**src/rtl/fruit_collect_ctrl.sv**
```systemverilog
// Detects player/fruit collisions, reports the first hit per frame at the next frame start, then ignores hits for a few frames.
// Latency: the report pulse arrives one cycle after the frame start that follows the hit. No backpressure: every report is a single-cycle pulse.
module fruit_collect_ctrl #(
    parameter int COOLDOWN_FRAMES = 8,
    parameter int SCORE_MAX       = 9999
) (
    input  logic        clk,
    input  logic        resetN,
    input  logic        startOfFrame,
    input  logic        game_active,
    input  logic        clear_score,
    input  logic        playerDrawRequest,
    input  logic        fruitDrawRequest,
    input  logic [7:0]  fruit_type,
    output logic        fruit_eaten,
    output logic [7:0]  eaten_type,
    output logic [15:0] score,
    output logic        busy
);

    typedef enum logic [1:0] {ARMED, HIT, REPORT, COOLDOWN} state_t;

    state_t      state;
    logic [7:0]  hit_type;
    logic [7:0]  cool_cnt;
    logic        collision;
    logic [7:0]  points;
    logic [16:0] sum;
    logic [15:0] sat_score;

    assign collision = playerDrawRequest && fruitDrawRequest &&
                       (fruit_type != 8'd0) && game_active;

    always_comb begin
        points = 8'd100;
        case (hit_type)
            8'd1:    points = 8'd10;
            8'd2:    points = 8'd20;
            8'd3:    points = 8'd50;
            default: points = 8'd100;
        endcase
    end

    // One spare bit so the saturation compare cannot wrap.
    assign sum       = {1'b0, score} + {9'd0, points};
    assign sat_score = (sum > 17'(SCORE_MAX)) ? 16'(SCORE_MAX) : sum[15:0];

    always_ff @(posedge clk or negedge resetN) begin
        if (!resetN) begin
            state       <= ARMED;
            fruit_eaten <= 1'b0;
            eaten_type  <= 8'd0;
            score       <= 16'd0;
            busy        <= 1'b0;
            cool_cnt    <= 8'd0;
            hit_type    <= 8'd0;
        end else begin
            fruit_eaten <= 1'b0;
            if (!game_active) begin
                state    <= ARMED;
                busy     <= 1'b0;
                cool_cnt <= 8'd0;
            end else begin
                case (state)
                    ARMED: begin
                        if (collision) begin
                            hit_type <= fruit_type;
                            state    <= HIT;
                            busy     <= 1'b1;
                        end
                    end
                    HIT: begin
                        // Pulse, type and score are registered on entry so they are visible during REPORT.
                        if (startOfFrame) begin
                            state       <= REPORT;
                            fruit_eaten <= 1'b1;
                            eaten_type  <= hit_type;
                            score       <= sat_score;
                        end
                    end
                    REPORT: begin
                        cool_cnt <= 8'(COOLDOWN_FRAMES);
                        state    <= COOLDOWN;
                    end
                    COOLDOWN: begin
                        if (startOfFrame) begin
                            cool_cnt <= cool_cnt - 8'd1;
                            if (cool_cnt <= 8'd1) begin
                                state <= ARMED;
                                busy  <= 1'b0;
                            end
                        end
                    end
                    default: begin
                        state <= ARMED;
                        busy  <= 1'b0;
                    end
                endcase
            end
            if (clear_score)
                score <= 16'd0;
        end
    end

endmodule

```
**config.mk**
```make
export PLATFORM = sky130hd
export DESIGN_NAME = fruit_collect_ctrl
export DESIGN_NICKNAME = d
export VERILOG_FILES = /design/src/rtl/fruit_collect_ctrl.sv
export SDC_FILE = /design/constraint.sdc
export NUM_CORES = 1
export LEC_CHECK = 0
export ABC_AREA = 1
export CAP_MARGIN = 10
export CORE_ASPECT_RATIO = 0.7
export CORE_MARGIN = 2
export CORE_UTILIZATION = 45
export DETAILED_ROUTE_END_ITERATION = 12
export HOLD_SLACK_MARGIN = 0.08
export PLACE_DENSITY = 0.68
export SYNTH_ARGS = -nofsm -noshare
export SYNTH_HDL_FRONTEND = slang
export SYNTH_SLANG_ARGS = --single-unit
```
**constraint.sdc**
```tcl
create_clock -name clk -period 6.6 [get_ports clk]
set_clock_uncertainty 0.15 [all_clocks]
set_input_delay 1.32 -clock clk [delete_from_list [all_inputs] [get_ports clk]]
set_output_delay 1.32 -clock clk [all_outputs]
set_load 0.05 [all_outputs]
```
* Word level (Yosys, flattened, before mapping)
Cells that the tools add are included.
** Storage, ports and cells
- Flip-flop bits (word level) :: 44
- Bits of input ports :: 15
- Output and inout bits :: 26
- Logic and storage cells :: 60
** Cells by class
- $add $sub $neg :: 2
- Order comparisons :: 2
- Eq/ne operators :: 12
- Mux-type cells :: 23
- Reduce and logical (&&, ||, !) cells :: 14
** Operators with widths (number)
- $mux W16 :: 5
- $pmux W7 S3 :: 1
- $add A16 B8 Y17 :: 1
- $gt A17 B14 Y1 const B :: 1
- $eq A8 B2 Y1 const B :: 2
- $mux W8 :: 2
- $pmux W8 S2 :: 1
- $ne A3 B3 Y1 const B :: 4
- $mux W2 :: 5
- $reduce_and A3 Y1 :: 3
- $eq A8 B1 Y1 const B :: 1
- $le A8 B1 Y1 const B :: 1
- $pmux W2 S4 :: 1
- $reduce_and A4 Y1 :: 2
- $reduce_bool A8 Y1 :: 1
- $sub A8 B1 Y8 const B :: 1
- $mux W1 :: 7
- $ne A3 B1 Y1 const B :: 2
- $reduce_bool A2 Y1 :: 3
- $eq A2 B2 Y1 const B :: 2
- $logic_and A1 B1 Y1 :: 3
- $eq A2 B1 Y1 const B :: 1
- $logic_not A2 Y1 :: 1
- $pmux W1 S2 :: 1
- $reduce_and A2 Y1 :: 1

* Depth between registers and ports, before layout
- Word-level depth :: 9
- Gate-level depth with buffers :: 20
- Mapped depth without buffers :: 20

* Worst setup path after synthesis
No wires, ideal clock.
- Kind :: reg-to-reg
- Start point :: register hit_type[5]
- End point :: register score[3]
- Library setup time :: 0.121 ns
- Arrival :: 2.603 ns
- Required time :: 6.329 ns
- Path slack :: 3.726 ns
- Cell stages (with the launch flop) :: 18
- Buffers on the path :: 0
- Period minus slack after synthesis :: 2.874 ns
- Cells stage by stage :: dfrtp_1 nor4_1 inv_1 nor4_2 nor2_1 or2_1 ha_1 nand2_1 nand2_1 a21oi_4 nand2_2 nand2_4 nor2_4 xor2_2 nor2_4 nand2_4 nand2_8 nand2_2
** Between the ends
- Longest elaborated chain between the ends :: 9
- Elaborated cells between the ends (all ways) :: 11
- Those cells by class :: 1 x add/sub; 1 x order compare; 3 x eq/ne; 6 x mux
** Ends and longest elaborated chain
- start: declaration :: RTL line 24 : logic [7:0] hit_type;
- start signal: assignment :: RTL line 67 : hit_type <= fruit_type;
- $eq A8 B2 Y1 or $eq A8 B1 Y1 (tied branches) :: RTL line 36 : case (hit_type)
- $pmux W7 S3 * :: RTL line 36
- $add A16 B8 Y17 * :: RTL line 45 : assign sum = {1'b0, score} + {9'd0, points};
- $gt A17 B14 Y1 :: RTL line 46 : assign sat_score = (sum > 17'(SCORE_MAX)) ? 16'(SCORE_MAX) : sum[15:0];
- $mux W16 * :: RTL line 46
- $mux W16 * :: RTL line 74 : if (startOfFrame) begin
- $mux W16 * :: RTL line 64 : case (state)
- $mux W16 * :: RTL line 59 : if (!game_active) begin
- $mux W16 * :: RTL line 100 : if (clear_score)
- end signal: assignment :: RTL line 78 : score <= sat_score;
- end: declaration :: RTL line 17 : output logic [15:0] score,
Every way passes the cells marked *; elsewhere a longest branch is shown, timed or not. The select of a mux whose other input is x is not followed.
A chain may end at the register's enable or synchronous reset.

* Worst setup path after layout
- Start point :: register hit_type[5]
- End point :: register score[2]
The elaborated chain is that of the path after synthesis.

==> results by group <==
Flow run
  • MaxCap Viol Count: 0

Worst setup path
  • Worst path depth: 19
  • Setup crit end: score[2]$_DFFE_PN0P_
  • Critical path class: reg -> reg
  • Worst R2R End: score[2]$_DFFE_PN0P_
  • Worst endpoint required time: 6.64 ns
  • Largest delay contributor family on the critical path: simple AND/OR/NAND/NOR gates
  • Buffers & Inverters on Critical Path: 2
  • CP endpoint kind: flip-flop
  • Worst R2R Start: hit_type[5]$_DFFE_PN0P_
  • CP peak stage delay: 0.40 ns
  • Critical Path Start Type: flip-flop
  • CP Max Fanout: 7
  • Critical Path, Cell by Cell: nor4_1 > inv_1 > nor4_1 > nor2_1 > inv_1 > ha_1 > fa_1 > nand2_1 > nand2_2 > nand3_2 > nand2_2 > nand2_1 > xor2_1 > nor2_2 > nand2_2 > nand2_4 > nand2_4 > nand2_8 > nand2_2
  • R2R depth: 19
  • CP dominant cell by count: nand2_2
  • Critical path arrival: 3.32 ns
  • Reg2reg setup slack: 3.32 ns
  • CP Launch Point: hit_type[5]$_DFFE_PN0P_
  • Slowest-stage cell, CP: nor4_1

Detailed routing
  • Vias: 2340
  • WL per Instance: 12.4 microns
  • Antenna-violating nets left: 0
  • Residual DRC: 0
  • Via/cell ratio: 4.94
  • Detailed router's first-iteration violation count: 144
  • First drt pass iteration count: 4
  • Drt total wl: 5.87 mm

Finish
  • Post-route insts no fill: 474
  • Ant diodes: 0
  • Layout area overhead: 20.1%
  • Fin util: 0.567
  • Final nets: 426
  • Fill cells: 557
  • Layout cell share with drive strength beyond 1: 0.123

Logic synthesis
  • Synth Area per Inst: 7.73 sq um
  • Share of the synthesized area in the top cell type: 0.401
  • Post-Syn Instances: 355
  • Synth area leaders: dfrtp_1 (40%), nand2_1 (12%), inv_1 (7.2%), ha_1 (5.5%), o21ai_0 (4.2%)
  • Mapped Nets: 383
  • #FFs+latches synth: 44
  • Mapped cell area: 0.00275 sq mm
  • Register area share after synthesis: 0.401
  • Top-count cell post-synth: nand2_1
  • Yosys warning total: 0
  • Async set-reset flop share out of synthesis: 1.00
  • Commonest cells post-synth: nand2_1 (90), inv_1 (53), dfrtp_1 (44), nor2_1 (27), o21ai_0 (23)
  • Post-synth EDFFs: 0
  • Synth area leader: dfrtp_1
  • Netlist cell types: 44
  • Commonest register cell after synthesis: dfrtp_1

Timing
  • Hold WS: 0.352 ns
  • Fmax: 305 MHz
  • Worst-margin pin slew: 0.975 ns
  • Crit share post-route: 0.497
  • Relative slew slack: 0.350
  • Final TNS setup: 0 ns
  • Hold Vio Cnt, Final: 0
  • RSZ-0062 raised after global routing: false
  • Final setup vio count: 0
  • Tmin final: 3.28 ns
  • Slew Viols, Final: 0

Floorplan
  • Die height: 69.3 microns
  • # IOs: 41
  • CORE AREA: 0.00581 sq mm
  • Full die area: 0.00675 sq mm
  • Die width: 97.4 microns
  • Initial Utilization: 0.472
  • Rows: 23

Placed design
  • Final HPWL DP: 4.56 mm
  • DP Cell Count: 466
  • Number of I/O port buffers: 40
  • RePlAce Congestion: 0.830

GRT
  • Vias in the first global route: 2169
  • All-Layer GR Usage: 0.183
  • Overflow after GRT: 0
  • Initial antenna violation count: 0
  • Largest net degree at the start of global routing: 45
  • First-pass GRT wire length: 10.1 mm

Power and ir drop
  • Leak pwr: 0.00167 uW
  • Sequential fraction of design power: 0.385
  • Net Switching: 453 uW
  • Clock Power Share: 0.167
  • Int Power: 578 uW
  • Combinational share of power: 0.447
  • Pwr dens: 312 mW/mm^2
  • Switch share: 0.440
  • Peak supply drop: 0.000191 V

Hold path
  • Worst hold-check path type: reg -> reg

Clocking
  • Total CTS buffers: 5
  • Setup Buffers After CTS: 0
  • Clock slew seen by the registers of the worst setup and hold paths: 0.09 ns
  • Clk Latency, worst-skew pair: 0.30 ns
  • Sink Count: 44
  • TritonCTS clock tree: yes
  • Root buf cell: clkbuf_8
  • Hold buffers post-CTS: 0
  • Clock buffer depth: 2
  • H-tree depth: 2
  • Cts repair resizes: 0

Status
  • Run status: completed
worst reg2reg max path, cell delays in order, from the launching register on:
cell     delay [ns]
dfrtp_1        0.38
nor4_1         0.28
inv_1          0.12
nor4_1         0.40
nor2_1         0.20
inv_1          0.09
ha_1           0.20
fa_1           0.20
nand2_1        0.09
nand2_2        0.13
nand3_2        0.09
nand2_2        0.09
nand2_1        0.06
xor2_1         0.16
nor2_2         0.13
nand2_2        0.07
nand2_4        0.10
nand2_4        0.07
nand2_8        0.10
nand2_2        0.05
logic make-up after synthesis:
family                   count (synthesis)  synth area share
AO/OA/AOI/OAI                           42            0.0921
XOR/XNOR                                 4            0.0155
adder cells (fa/ha/maj)                 13            0.0620
buffers and inverters                   62            0.0880
flip-flops                              44             0.401
AND/OR/NAND/NOR                        190             0.341
through the flow:
step / setup WS (ns) / cell area [sq um] / total power [uW]
after detailed placement: 3.18 / 3210 / 863
after global routing: 2.91 / 3300 / 1110
after CTS: 3.34 / 3300 / 1040
final: 3.32 / 3300 / 1030
after floorplan: 3.73 / 2750 / 725
after global placement: 3.27 / 3210 / 854
registers in the layout, indices dropped and copies added, names as in the netlist:
| register | cells |
|---|---|
| cool_cnt | 8 |
| busy | 1 |
| score | 16 |
| fruit_eaten | 1 |
| hit_type | 8 |
| eaten_type | 8 |
| state | 2 |
cells in the final DEF, fill, tap and decap left out, types with 3 or more instances in the layout:
| cell | n |
|---|---|
| ha_1 | 12 |
| nand2_2 | 15 |
| o21ai_0 | 23 |
| nand4_1 | 7 |
| nand2_4 | 3 |
| clkdlybuf4s50_1 | 39 |
| nand2_1 | 90 |
| nor3_1 | 6 |
| nand3b_1 | 3 |
| nor2_1 | 27 |
| dfrtp_1 | 44 |
| a21oi_1 | 5 |
| inv_1 | 53 |
| nor4_1 | 5 |
| inv_2 | 5 |
| o22ai_1 | 3 |
| clkbuf_8 | 5 |
| nor2_4 | 3 |
| nand3_1 | 18 |
final cells by class:
type	instances	area, sq um	area share
clock inverter	3	18.8	0.00569
timing repair buffer	40	395	0.120
multi-input combinational	249	1400	0.425
tap	75	93.8	0.0285
sequential	44	1100	0.334
inverter	58	218	0.0660
clock buffer	5	68.8	0.0209
routing by layer:
layer / track usage / part of all wire / vias to the layer above
met5: 0 / 0 / -
met4: 0.0463 / 0.0087 / 0
met3: 0.0403 / 0.055 / 7
met2: 0.272 / 0.42 / 54
met1: 0.272 / 0.51 / 1056
li1: - / - / 1223
how the worst min path moves through the flow:
stage                               from                         to  slack (ns)  cells past startpoint
5_1_grt        eaten_type[4]$_DFFE_PN0P_  eaten_type[4]$_DFFE_PN0P_        0.39                      2
3_5_place_dp   eaten_type[7]$_DFFE_PN0P_  eaten_type[7]$_DFFE_PN0P_        0.33                      2
2_1_floorplan    cool_cnt[0]$_DFFE_PN0P_    cool_cnt[0]$_DFFE_PN0P_        0.34                      1
6_report       eaten_type[6]$_DFFE_PN0P_  eaten_type[6]$_DFFE_PN0P_        0.35                      2
3_3_place_gp            busy$_DFFE_PN0P_           busy$_DFFE_PN0P_        0.34                      2
4_1_cts                 busy$_DFFE_PN0P_           busy$_DFFE_PN0P_        0.36                      2
power by group through the flow:
stage | Sequential, uW | Clock (uW) | Combinational, uW
final | 397 | 173 | 461
after detailed placement | 402 | 0 | 461
after CTS | 398 | 180 | 463
after global placement | 402 | 0 | 452
after floorplan | 499 | 0 | 226
after global routing | 407 | 191 | 516
Power figures use the tool's default switching activity.
